--- config.mk ---
export PLATFORM = sky130hd
export DESIGN_NAME = alu_issue
export DESIGN_NICKNAME = d
export VERILOG_FILES = /design/src/rtl/alu_issue_pkg.sv /design/src/rtl/alu_issue_decode.sv /design/src/rtl/alu_issue.sv
export SDC_FILE = /design/constraint.sdc
export NUM_CORES = 1
export LEC_CHECK = 0
export CAP_MARGIN = 20
export CORE_UTILIZATION = 43
export CTS_CLUSTER_SIZE = 25
export DETAILED_ROUTE_END_ITERATION = 10
export MAX_ROUTING_LAYER = met4
export PLACE_DENSITY_LB_ADDON = 0.08
export SLEW_MARGIN = 20
export SYNTH_ARGS = -nofsm -noshare
export SYNTH_HDL_FRONTEND = slang
export SYNTH_SLANG_ARGS = --single-unit
--- constraint.sdc ---
create_clock -name clk -period 4.9 [get_ports clk]
set_clock_uncertainty 0.05 [all_clocks]
set_input_delay 1.47 -clock clk [delete_from_list [all_inputs] [get_ports clk]]
set_output_delay 1.47 -clock clk [all_outputs]
set_load 0.1 [all_outputs]
--- src/rtl/alu_issue_pkg.sv ---
// Shared constants and types for the ALU decode/issue stage:
// RV32I opcode/funct encodings, ALU operator codes and the issue entry record.
package alu_issue_pkg;

    localparam logic [6:0] OPCODE_OP     = 7'b0110011;
    localparam logic [6:0] OPCODE_OP_IMM = 7'b0010011;
    localparam logic [6:0] OPCODE_LUI    = 7'b0110111;
    localparam logic [6:0] OPCODE_AUIPC  = 7'b0010111;

    localparam logic [2:0] FUNCT3_ADD  = 3'b000;
    localparam logic [2:0] FUNCT3_SLL  = 3'b001;
    localparam logic [2:0] FUNCT3_SLT  = 3'b010;
    localparam logic [2:0] FUNCT3_SLTU = 3'b011;
    localparam logic [2:0] FUNCT3_XOR  = 3'b100;
    localparam logic [2:0] FUNCT3_SR   = 3'b101;
    localparam logic [2:0] FUNCT3_OR   = 3'b110;

    localparam logic [6:0] FUNCT7_BASE = 7'b0000000;
    localparam logic [6:0] FUNCT7_ALT  = 7'b0100000;

    localparam logic [3:0] ALU_OPERATOR_ADD  = 4'd0;
    localparam logic [3:0] ALU_OPERATOR_SUB  = 4'd1;
    localparam logic [3:0] ALU_OPERATOR_SLL  = 4'd2;
    localparam logic [3:0] ALU_OPERATOR_SLT  = 4'd3;
    localparam logic [3:0] ALU_OPERATOR_SLTU = 4'd4;
    localparam logic [3:0] ALU_OPERATOR_XOR  = 4'd5;
    localparam logic [3:0] ALU_OPERATOR_SRL  = 4'd6;
    localparam logic [3:0] ALU_OPERATOR_SRA  = 4'd7;
    localparam logic [3:0] ALU_OPERATOR_OR   = 4'd8;

    typedef struct packed {
        logic [3:0]  op;
        logic [31:0] operand1;
        logic [31:0] operand2;
        logic [4:0]  rd;
        logic        rd_we;
        logic        illegal;
    } issue_t;

    localparam issue_t ISSUE_RESET = '{
        op:       ALU_OPERATOR_ADD,
        operand1: 32'd0,
        operand2: 32'd0,
        rd:       5'd0,
        rd_we:    1'b0,
        illegal:  1'b0
    };

    // Sign-extend the 12-bit I-type immediate.
    function automatic logic [31:0] sext12(input logic [11:0] imm);
        return {{20{imm[11]}}, imm};
    endfunction

endpackage

--- src/rtl/alu_issue_decode.sv ---
// Pure combinational decode of one RV32I instruction into ALU operator,
// operands, destination and illegal flag. Sources arrive already bypassed.
module alu_issue_decode
    import alu_issue_pkg::*;
(
    input  logic [31:0] instr,
    input  logic [31:0] pc,
    input  logic [31:0] src1,
    input  logic [31:0] src2,
    output issue_t      fields
);

    logic [6:0]  opcode_s;
    logic [2:0]  funct3_s;
    logic [6:0]  funct7_s;
    logic [4:0]  rd_s;
    logic [31:0] imm_i_s;
    logic [31:0] imm_u_s;
    logic [31:0] shamt_s;

    assign opcode_s = instr[6:0];
    assign funct3_s = instr[14:12];
    assign funct7_s = instr[31:25];
    assign rd_s     = instr[11:7];
    assign imm_i_s  = sext12(instr[31:20]);
    assign imm_u_s  = {instr[31:12], 12'd0};
    assign shamt_s  = {27'd0, instr[24:20]};

    logic        legal_s;
    logic [3:0]  op_s;
    logic [31:0] opnd1_s;
    logic [31:0] opnd2_s;

    // Select operator and operands by opcode/funct; anything unknown is left illegal.
    always_comb begin
        legal_s = 1'b0;
        op_s    = ALU_OPERATOR_ADD;
        opnd1_s = 32'd0;
        opnd2_s = 32'd0;
        case (opcode_s)
            OPCODE_OP: begin
                opnd1_s = src1;
                opnd2_s = src2;
                case (funct3_s)
                    FUNCT3_ADD: begin
                        if (funct7_s == FUNCT7_BASE) begin
                            legal_s = 1'b1;
                            op_s    = ALU_OPERATOR_ADD;
                        end else if (funct7_s == FUNCT7_ALT) begin
                            legal_s = 1'b1;
                            op_s    = ALU_OPERATOR_SUB;
                        end else begin
                            legal_s = 1'b0;
                        end
                    end
                    FUNCT3_SLL:  begin legal_s = (funct7_s == FUNCT7_BASE); op_s = ALU_OPERATOR_SLL;  end
                    FUNCT3_SLT:  begin legal_s = (funct7_s == FUNCT7_BASE); op_s = ALU_OPERATOR_SLT;  end
                    FUNCT3_SLTU: begin legal_s = (funct7_s == FUNCT7_BASE); op_s = ALU_OPERATOR_SLTU; end
                    FUNCT3_XOR:  begin legal_s = (funct7_s == FUNCT7_BASE); op_s = ALU_OPERATOR_XOR;  end
                    FUNCT3_SR: begin
                        if (funct7_s == FUNCT7_BASE) begin
                            legal_s = 1'b1;
                            op_s    = ALU_OPERATOR_SRL;
                        end else if (funct7_s == FUNCT7_ALT) begin
                            legal_s = 1'b1;
                            op_s    = ALU_OPERATOR_SRA;
                        end else begin
                            legal_s = 1'b0;
                        end
                    end
                    FUNCT3_OR:   begin legal_s = (funct7_s == FUNCT7_BASE); op_s = ALU_OPERATOR_OR;   end
                    // AND: the ALU has no AND operator
                    default:     legal_s = 1'b0;
                endcase
            end
            OPCODE_OP_IMM: begin
                opnd1_s = src1;
                opnd2_s = imm_i_s;
                case (funct3_s)
                    FUNCT3_ADD:  begin legal_s = 1'b1; op_s = ALU_OPERATOR_ADD;  end
                    FUNCT3_SLT:  begin legal_s = 1'b1; op_s = ALU_OPERATOR_SLT;  end
                    FUNCT3_SLTU: begin legal_s = 1'b1; op_s = ALU_OPERATOR_SLTU; end
                    FUNCT3_XOR:  begin legal_s = 1'b1; op_s = ALU_OPERATOR_XOR;  end
                    FUNCT3_OR:   begin legal_s = 1'b1; op_s = ALU_OPERATOR_OR;   end
                    FUNCT3_SLL: begin
                        opnd2_s = shamt_s;
                        legal_s = (funct7_s == FUNCT7_BASE);
                        op_s    = ALU_OPERATOR_SLL;
                    end
                    FUNCT3_SR: begin
                        opnd2_s = shamt_s;
                        if (funct7_s == FUNCT7_BASE) begin
                            legal_s = 1'b1;
                            op_s    = ALU_OPERATOR_SRL;
                        end else if (funct7_s == FUNCT7_ALT) begin
                            legal_s = 1'b1;
                            op_s    = ALU_OPERATOR_SRA;
                        end else begin
                            legal_s = 1'b0;
                        end
                    end
                    // ANDI: no AND operator
                    default: legal_s = 1'b0;
                endcase
            end
            OPCODE_LUI: begin
                legal_s = 1'b1;
                opnd1_s = 32'd0;
                opnd2_s = imm_u_s;
            end
            OPCODE_AUIPC: begin
                legal_s = 1'b1;
                opnd1_s = pc;
                opnd2_s = imm_u_s;
            end
            default: legal_s = 1'b0;
        endcase
    end

    // Illegal instructions become a harmless ADD 0,0 with no register write.
    always_comb begin
        fields    = ISSUE_RESET;
        fields.rd = rd_s;
        if (legal_s) begin
            fields.op       = op_s;
            fields.operand1 = opnd1_s;
            fields.operand2 = opnd2_s;
            fields.rd_we    = (rd_s != 5'd0);
            fields.illegal  = 1'b0;
        end else begin
            fields.illegal  = 1'b1;
        end
    end

endmodule

--- src/rtl/alu_issue.sv ---
// Decode/issue stage: valid/ready intake from fetch, register-file read with
// writeback bypass, one-entry pipeline register toward EX, and issue counter.
module alu_issue
    import alu_issue_pkg::*;
(
    input  logic        clk,
    input  logic        rst,
    input  logic        in_valid,
    output logic        in_ready,
    input  logic [31:0] in_pc,
    input  logic [31:0] in_instr,
    input  logic        flush,
    output logic [4:0]  rs1_addr,
    output logic [4:0]  rs2_addr,
    input  logic [31:0] rs1_data,
    input  logic [31:0] rs2_data,
    input  logic        wb_en,
    input  logic [4:0]  wb_addr,
    input  logic [31:0] wb_data,
    output logic        out_valid,
    input  logic        out_ready,
    output logic [3:0]  out_operator,
    output logic [31:0] out_operand1,
    output logic [31:0] out_operand2,
    output logic [4:0]  out_rd,
    output logic        out_rd_we,
    output logic        out_illegal,
    output logic [31:0] issue_count
);

    logic        accept_s;
    logic [31:0] src1_s;
    logic [31:0] src2_s;
    issue_t      dec_s;
    issue_t      entry_r;
    logic        out_valid_r;
    logic [31:0] count_r;

    assign rs1_addr = in_instr[19:15];
    assign rs2_addr = in_instr[24:20];

    // The slot can take a new instruction when empty or being drained this cycle.
    assign in_ready = !out_valid_r || out_ready;
    assign accept_s = in_valid && in_ready;

    // Writeback bypass: x0 is never forwarded.
    assign src1_s = (wb_en && (wb_addr != 5'd0) && (wb_addr == rs1_addr)) ? wb_data : rs1_data;
    assign src2_s = (wb_en && (wb_addr != 5'd0) && (wb_addr == rs2_addr)) ? wb_data : rs2_data;

    alu_issue_decode u_decode (
        .instr  (in_instr),
        .pc     (in_pc),
        .src1   (src1_s),
        .src2   (src2_s),
        .fields (dec_s)
    );

    // Pipeline register: flush wins over accept; a stalled entry holds every field.
    always_ff @(posedge clk or posedge rst) begin
        if (rst) begin
            out_valid_r <= 1'b0;
            entry_r     <= ISSUE_RESET;
        end else if (flush) begin
            out_valid_r <= 1'b0;
        end else if (accept_s) begin
            out_valid_r <= 1'b1;
            entry_r     <= dec_s;
        end else if (out_ready) begin
            out_valid_r <= 1'b0;
        end else begin
            out_valid_r <= out_valid_r;
        end
    end

    // Count every entry handed to EX; wraps naturally at 32 bits.
    always_ff @(posedge clk or posedge rst) begin
        if (rst) begin
            count_r <= 32'd0;
        end else if (out_valid_r && out_ready) begin
            count_r <= count_r + 32'd1;
        end else begin
            count_r <= count_r;
        end
    end

    assign out_valid    = out_valid_r;
    assign out_operator = entry_r.op;
    assign out_operand1 = entry_r.operand1;
    assign out_operand2 = entry_r.operand2;
    assign out_rd       = entry_r.rd;
    assign out_rd_we    = entry_r.rd_we;
    assign out_illegal  = entry_r.illegal;
    assign issue_count  = count_r;

endmodule

Word-level counts from Yosys, hierarchy flattened
Cells that the tools add are included.
{ "op_classes": {"n_mux": 23, "eq_ne": 13, "bitwise": 1, "addsub": 1, "n_reduce_logical": 19} }
{ "ops": {"columns": ["op", "count"], "rows": [
  ["32-bit 2-to-1 mux", 3],
  ["32-bit case mux with 3 select lines", 1],
  ["68-bit 2-to-1 mux", 1],
  ["32-bit case mux with 2 select lines", 1],
  ["32-bit by 1-bit adder with 32-bit output (second input constant)", 1],
  ["4-bit case mux with 7 select lines", 1],
  ["4-bit case mux with 6 select lines", 1],
  ["7-bit by 6-bit equality test with 1-bit output (second input constant)", 3],
  ["7-bit by 5-bit equality test with 1-bit output (second input constant)", 2],
  ["5-bit equality test", 2],
  ["5-bit nonzero test", 2],
  ["5-bit OR reduction", 2],
  ["3-bit equality test (second input constant)", 3],
  ["1-bit 2-to-1 mux", 8],
  ["4-bit 2-to-1 mux", 2],
  ["4-bit case mux with 2 select lines", 1],
  ["2-bit OR reduction", 4],
  ["7-bit logical NOT", 1],
  ["3-bit by 2-bit equality test with 1-bit output (second input constant)", 2],
  ["1-bit case mux with 3 select lines", 2],
  ["1-bit logical AND", 5],
  ["3-bit by 1-bit equality test with 1-bit output (second input constant)", 1],
  ["3-bit logical NOT", 1],
  ["3-bit 2-to-1 mux", 1],
  ["other kinds (6)", 6]
]} }
{ "word_totals": {"input_bits": 171, "out_inout_bits": 119, "word_cells": 65, "register_bits": 108} }

Depth between registers and ports, before layout
{ "depth": {"depth_word": 6, "ltp_mapped": 8, "ltp_nobuf": 6} }

Modules after synthesis
From an unflattened synthesis, not the netlist that was laid out.
{ "unflattened": {"cells_unflattened": 657, "hier_area_um2": 7009.2} }
{ "by_module_without_submodules": {"columns": ["module", "instances", "seq_area_each_um2", "area_each_um2", "cells_each"], "rows": [
  ["alu_issue", 1, 2702.6, 5504.0, 388],
  ["alu_issue_decode", 1, 0.0, 1505.2, 269]
]} }

Least setup slack after synthesis
Ideal clock, no wire load.
{ "synth_timing": {"path_type": "input to output", "from": "input port out_ready", "to": "output port in_ready", "cell_stages": 2, "t_required_ps": 3380, "n_path_buf": 0, "path_slack_ps": 1256, "arrival_ps": 2124, "cell_sequence": "nor2b_1 inv_1"} }
{ "synth_via": {"elab_chain_len": 1} }
{ "synth_lines": {"columns": ["element", "line", "text"], "rows": [
  ["start, declared", "alu_issue.sv:21", "input logic out_ready,"],
  ["1-bit logical OR", "alu_issue.sv:43", "assign in_ready = !out_valid_r || out_ready;"],
  ["end, declared", "alu_issue.sv:9", "output logic in_ready,"]
]} }
Every way passes these cells.

Final worst setup path
Ends and elaborated chain as after synthesis.

==> results.md <==
Placement:
- At the placement stage, the worst setup path has a slack of 0.637 ns.
- The number of input and output port buffers inserted is 289.
- At the end of routability-driven placement, the weighted congestion stood at 0.926.
- Detailed placement ended at an HPWL of 17.9 mm.

Clocking:
- The sink count of the clock tree is 108.
- For the worst-skew pair, the clock arrives at the later sink with an insertion delay of 0.35 ns.
- The number of setup buffers added after CTS is 0.
- TritonCTS built the clock tree.
- The clock passes through at most 2 buffers.
- Once the clock tree was built, the resizer swapped 0 gates to a different size.
- The number of hold buffers added after CTS was 0.
- After clock tree synthesis, the clock-pin slew on the worst setup and hold paths is 0.08 ns.
- TritonCTS created 9 clock buffers.
- The library cell used as clock root buffer is clkbuf_16.
- The total number of H-tree levels is 3.

Timing:
- The final critical-path share of the clock period is 83.5%.
- The worst-margin pin slew is 1.04 ns.
- Setup repair after global routing left no endpoint under its margin.
- For the final routed database, the setup TNS stands at 0 ns.
- The post-layout worst setup margin is 0.809 ns.
- The maximum clock frequency is 244 MHz.
- The total count of hold-check failures in the final report is 0.
- The minimum period implied by the final worst setup slack is 4.09 ns.
- The final max-slew violation count is 0.
- Setup violations remaining at the end of the flow were counted as 0.
- The normalized max-slew margin is 30.4%.

Power and ir drop:
- In this run the static leakage power is 3.64 nW.
- The worst-case IR drop observed on VDD is 0.000272 V.
- The internal power is 0.00158 W.
- The clock network fraction of total power is 28.1%.
- The part of the power in combinational logic is 33.8%.
- The switching power summed over all nets is 0.00101 W.
- The switching share of power is 38.9%.
- The total power per unit cell area is 269 nW/um^2.
- Per report_power, the sequential group accounts for 38.1% of the total.

Logic synthesis:
- In the post-synthesis netlist, the biggest area contributors are dfrtp_1, a22oi_1, nand2_1, xnor2_1, nor4_1.
- The biggest area contributor in the post-synthesis netlist is dfrtp_1.
- In this run, synthesis produced a sequential element count of 108.
- Yosys printed 0 warnings.
- The most instantiated flip-flop cell in the synthesis netlist is dfrtp_1.
- After synthesis, the largest area contributor takes up 41.9% of total cell area.
- Synthesis produced 733 cells.
- After synthesis the cells add up to 6460 sq um.
- The count of unique library cells instantiated by Yosys is 55.
- The sequential area share after synthesis is 41.9%.
- The number of synthesized flops with an enable pin is 0.
- Of all flip-flops after synthesis, the portion carrying an async set or reset was 100%.
- Dividing the synthesized area by the synthesized cell count gives 8.81 sq um.
- Counting every net in the synthesized netlist gives 905.

Floorplanning:
- From bottom edge to top edge, the die measures 125 um.
- In this run the horizontal extent of the chip is 125 um.
- The initialized floorplan defines 44 standard-cell rows.
- The area of the core region is 14,600 sq um.
- The total die area is 15,500 sq um.
- During I/O placement, the number of pins put on the boundary was 290.
- The initial core utilization is 44.3%.

Detailed routing:
- The count of TritonRoute iterations in the first routing pass is 5.
- The mean routed wirelength per cell is 20.5 um.
- For this block, the routed nets add up to 23.9 mm of wire.
- The detail route stage leaves a number of antenna-violating nets equal to 0.
- The via density per instance is 5.93.
- The DRC violation count after routing is 0.
- The final route contains 6,920 vias.
- The initial DRC count is 483.

Global routing:
- For this run, the total global-route usage over all layers was measured as 31.2%.
- The aggregate global routing overflow is 0.
- The largest net degree at the start of global routing is 109.
- The first-pass GRT wire length is 36.8 mm.
- The number of global-route vias before repair is 6,799.
- The initial antenna violation count came to 0.

Finish:
- Of the cells placed in the final design, the portion with a size suffix greater than 1 is 6.21%.
- The final layout contains 1,150 nets.
- The area growth from synthesis to layout is 49.6%.
- The sequential standard cell area is 2700 sq um.
- The antenna cell count is 0.
- The total area of multi-input combinational cells is 3280 sq um.
- The final-layout fill cell count is 1,239.

Critical path:
- The worst setup path is of the primary input to primary output kind.
- The critical path startpoint category is a primary input.
- The maximum fanout count along the critical path is 6.
- The data required time of the critical path is 3.38 ns.
- STA puts the critical path data arrival time at 2.57 ns.
- The worst setup path is captured at a primary output.

Flow run:
- The count of maximum capacitance violations is 0.

Run status:
- The flow ran to the end, and the final reports show no timing, DRC or antenna violations.

Min path:
- The tightest min-delay check is of the flop to flop type.
==> final timing paths <==
kind | startpoint | endpoint | slack (ns) | cells after the start
setup reg to reg | out_valid | out_operand2[17] | 2.42 | 8
min in group asynchronous | rst | issue_count[27] | 1.56 | 3
hold / removal | issue_count[31] | issue_count[31] | 0.42 | 1
max in group asynchronous | rst | out_operand2[26] | 2.76 | 3
hold reg to reg | issue_count[31] | issue_count[31] | 0.42 | 1
setup / recovery | out_ready | in_ready | 0.81 | 4
==> critical path, cell delays in order <==
cell and delay (ns):
clkdlybuf4s50_1 0.49, nor2b_1 0.27, inv_1 0.10, buf_4 0.24
==> Yosys cell counts, drive strengths merged (12+ instances only) <==
library cell,number
nand2,110
nor4,32
nand4,29
inv,37
o21a,19
dfrtp,108
a311oi,12
a211oi,14
a31oi,28
a22oi,56
a21boi,13
nor2,33
buf,36
clkbuf,36
xnor2,38
nand3,16
==> final cells by class <==
cell class                      instances  area share (%)
Clock buffer                           10            2.48
Timing Repair Buffer                  306            31.1
Sequential cell                       108            28.0
Inverter                               37            1.46
Multi-Input combinational cell        516            34.0
Tap cell                              184            2.38
Clock inverter                          6           0.557
==> placed cells by master, fill, tap and decap left out, types with 3 or more instances in the layout <==
cell type / count
clkdlybuf4s50_1: 278
nand2_1: 110
dfrtp_1: 108
a22oi_1: 56
xnor2_1: 38
inv_1: 36
nor4_1: 32
nor2_1: 32
nand4_1: 29
a31oi_1: 28
buf_4: 27
o21a_1: 19
nand3_1: 16
a311oi_1: 12
nor3_1: 11
a21oi_1: 11
a21boi_0: 11
a22o_1: 10
o21ai_0: 10
a211oi_1: 10
clkbuf_16: 9
and3_1: 8
o211ai_1: 7
a32oi_1: 6
and4_1: 6
xor2_1: 5
mux2i_1: 5
a211oi_2: 4
o31ai_1: 3
nor3b_1: 3
inv_6: 3
==> flip-flops by register name, summed over array words and instances, names as in the netlist <==
register      count
issue_count      32
out_operand1     32
out_operand2     32
out_rd            5
out_operator      4
out_illegal       1
out_rd_we         1
out_valid         1
==> logic make-up after synthesis <==
logic type	count (synthesis)	synth area share [%]
adder cells (fa/ha/maj)	1	0.194
AO/OA/AOI/OAI	197	22.5
XOR/XNOR	43	5.83
multiplexers	7	1.18
buffers and inverters	109	7.71
flip-flops	108	41.9
AND/OR/NAND/NOR	268	20.7
==> through the flow <==
stage	cell area [sq um]	instances	total power (W)	hold WS, ns	util, %
after CTS	9660	1167	0.00260	0.430	66.2
after global routing	9660	1167	0.00268	0.452	66.2
after floorplan	6460	733	0.00156	0.912	-
final	9660	1167	0.00259	0.422	66.2
after global placement	9360	1151	0.00187	0.410	64.2
after detailed placement	9360	1151	0.00188	0.415	64.2
==> metal layers <==
layer	vias to the layer above	part of all wire, %	GRT usage (%)
met5	-	0	-
met4	0	3.8	13.3
met1	3350	39	36.9
met2	339	50	52.3
li1	3178	-	-
met3	53	6.6	5.37
==> power by group through the flow <==
stage | Sequential [W] | Clock, W | Combinational [W]
2_1_floorplan | 0.00136 | 0 | 0.000203
3_3_place_gp | 0.00100 | 0 | 0.000866
3_5_place_dp | 0.00100 | 0 | 0.000873
4_1_cts | 0.000987 | 0.000742 | 0.000875
5_1_grt | 0.000994 | 0.000776 | 0.000911
6_report | 0.000989 | 0.000730 | 0.000876
No activity file was read; power rests on OpenSTA's default activity.
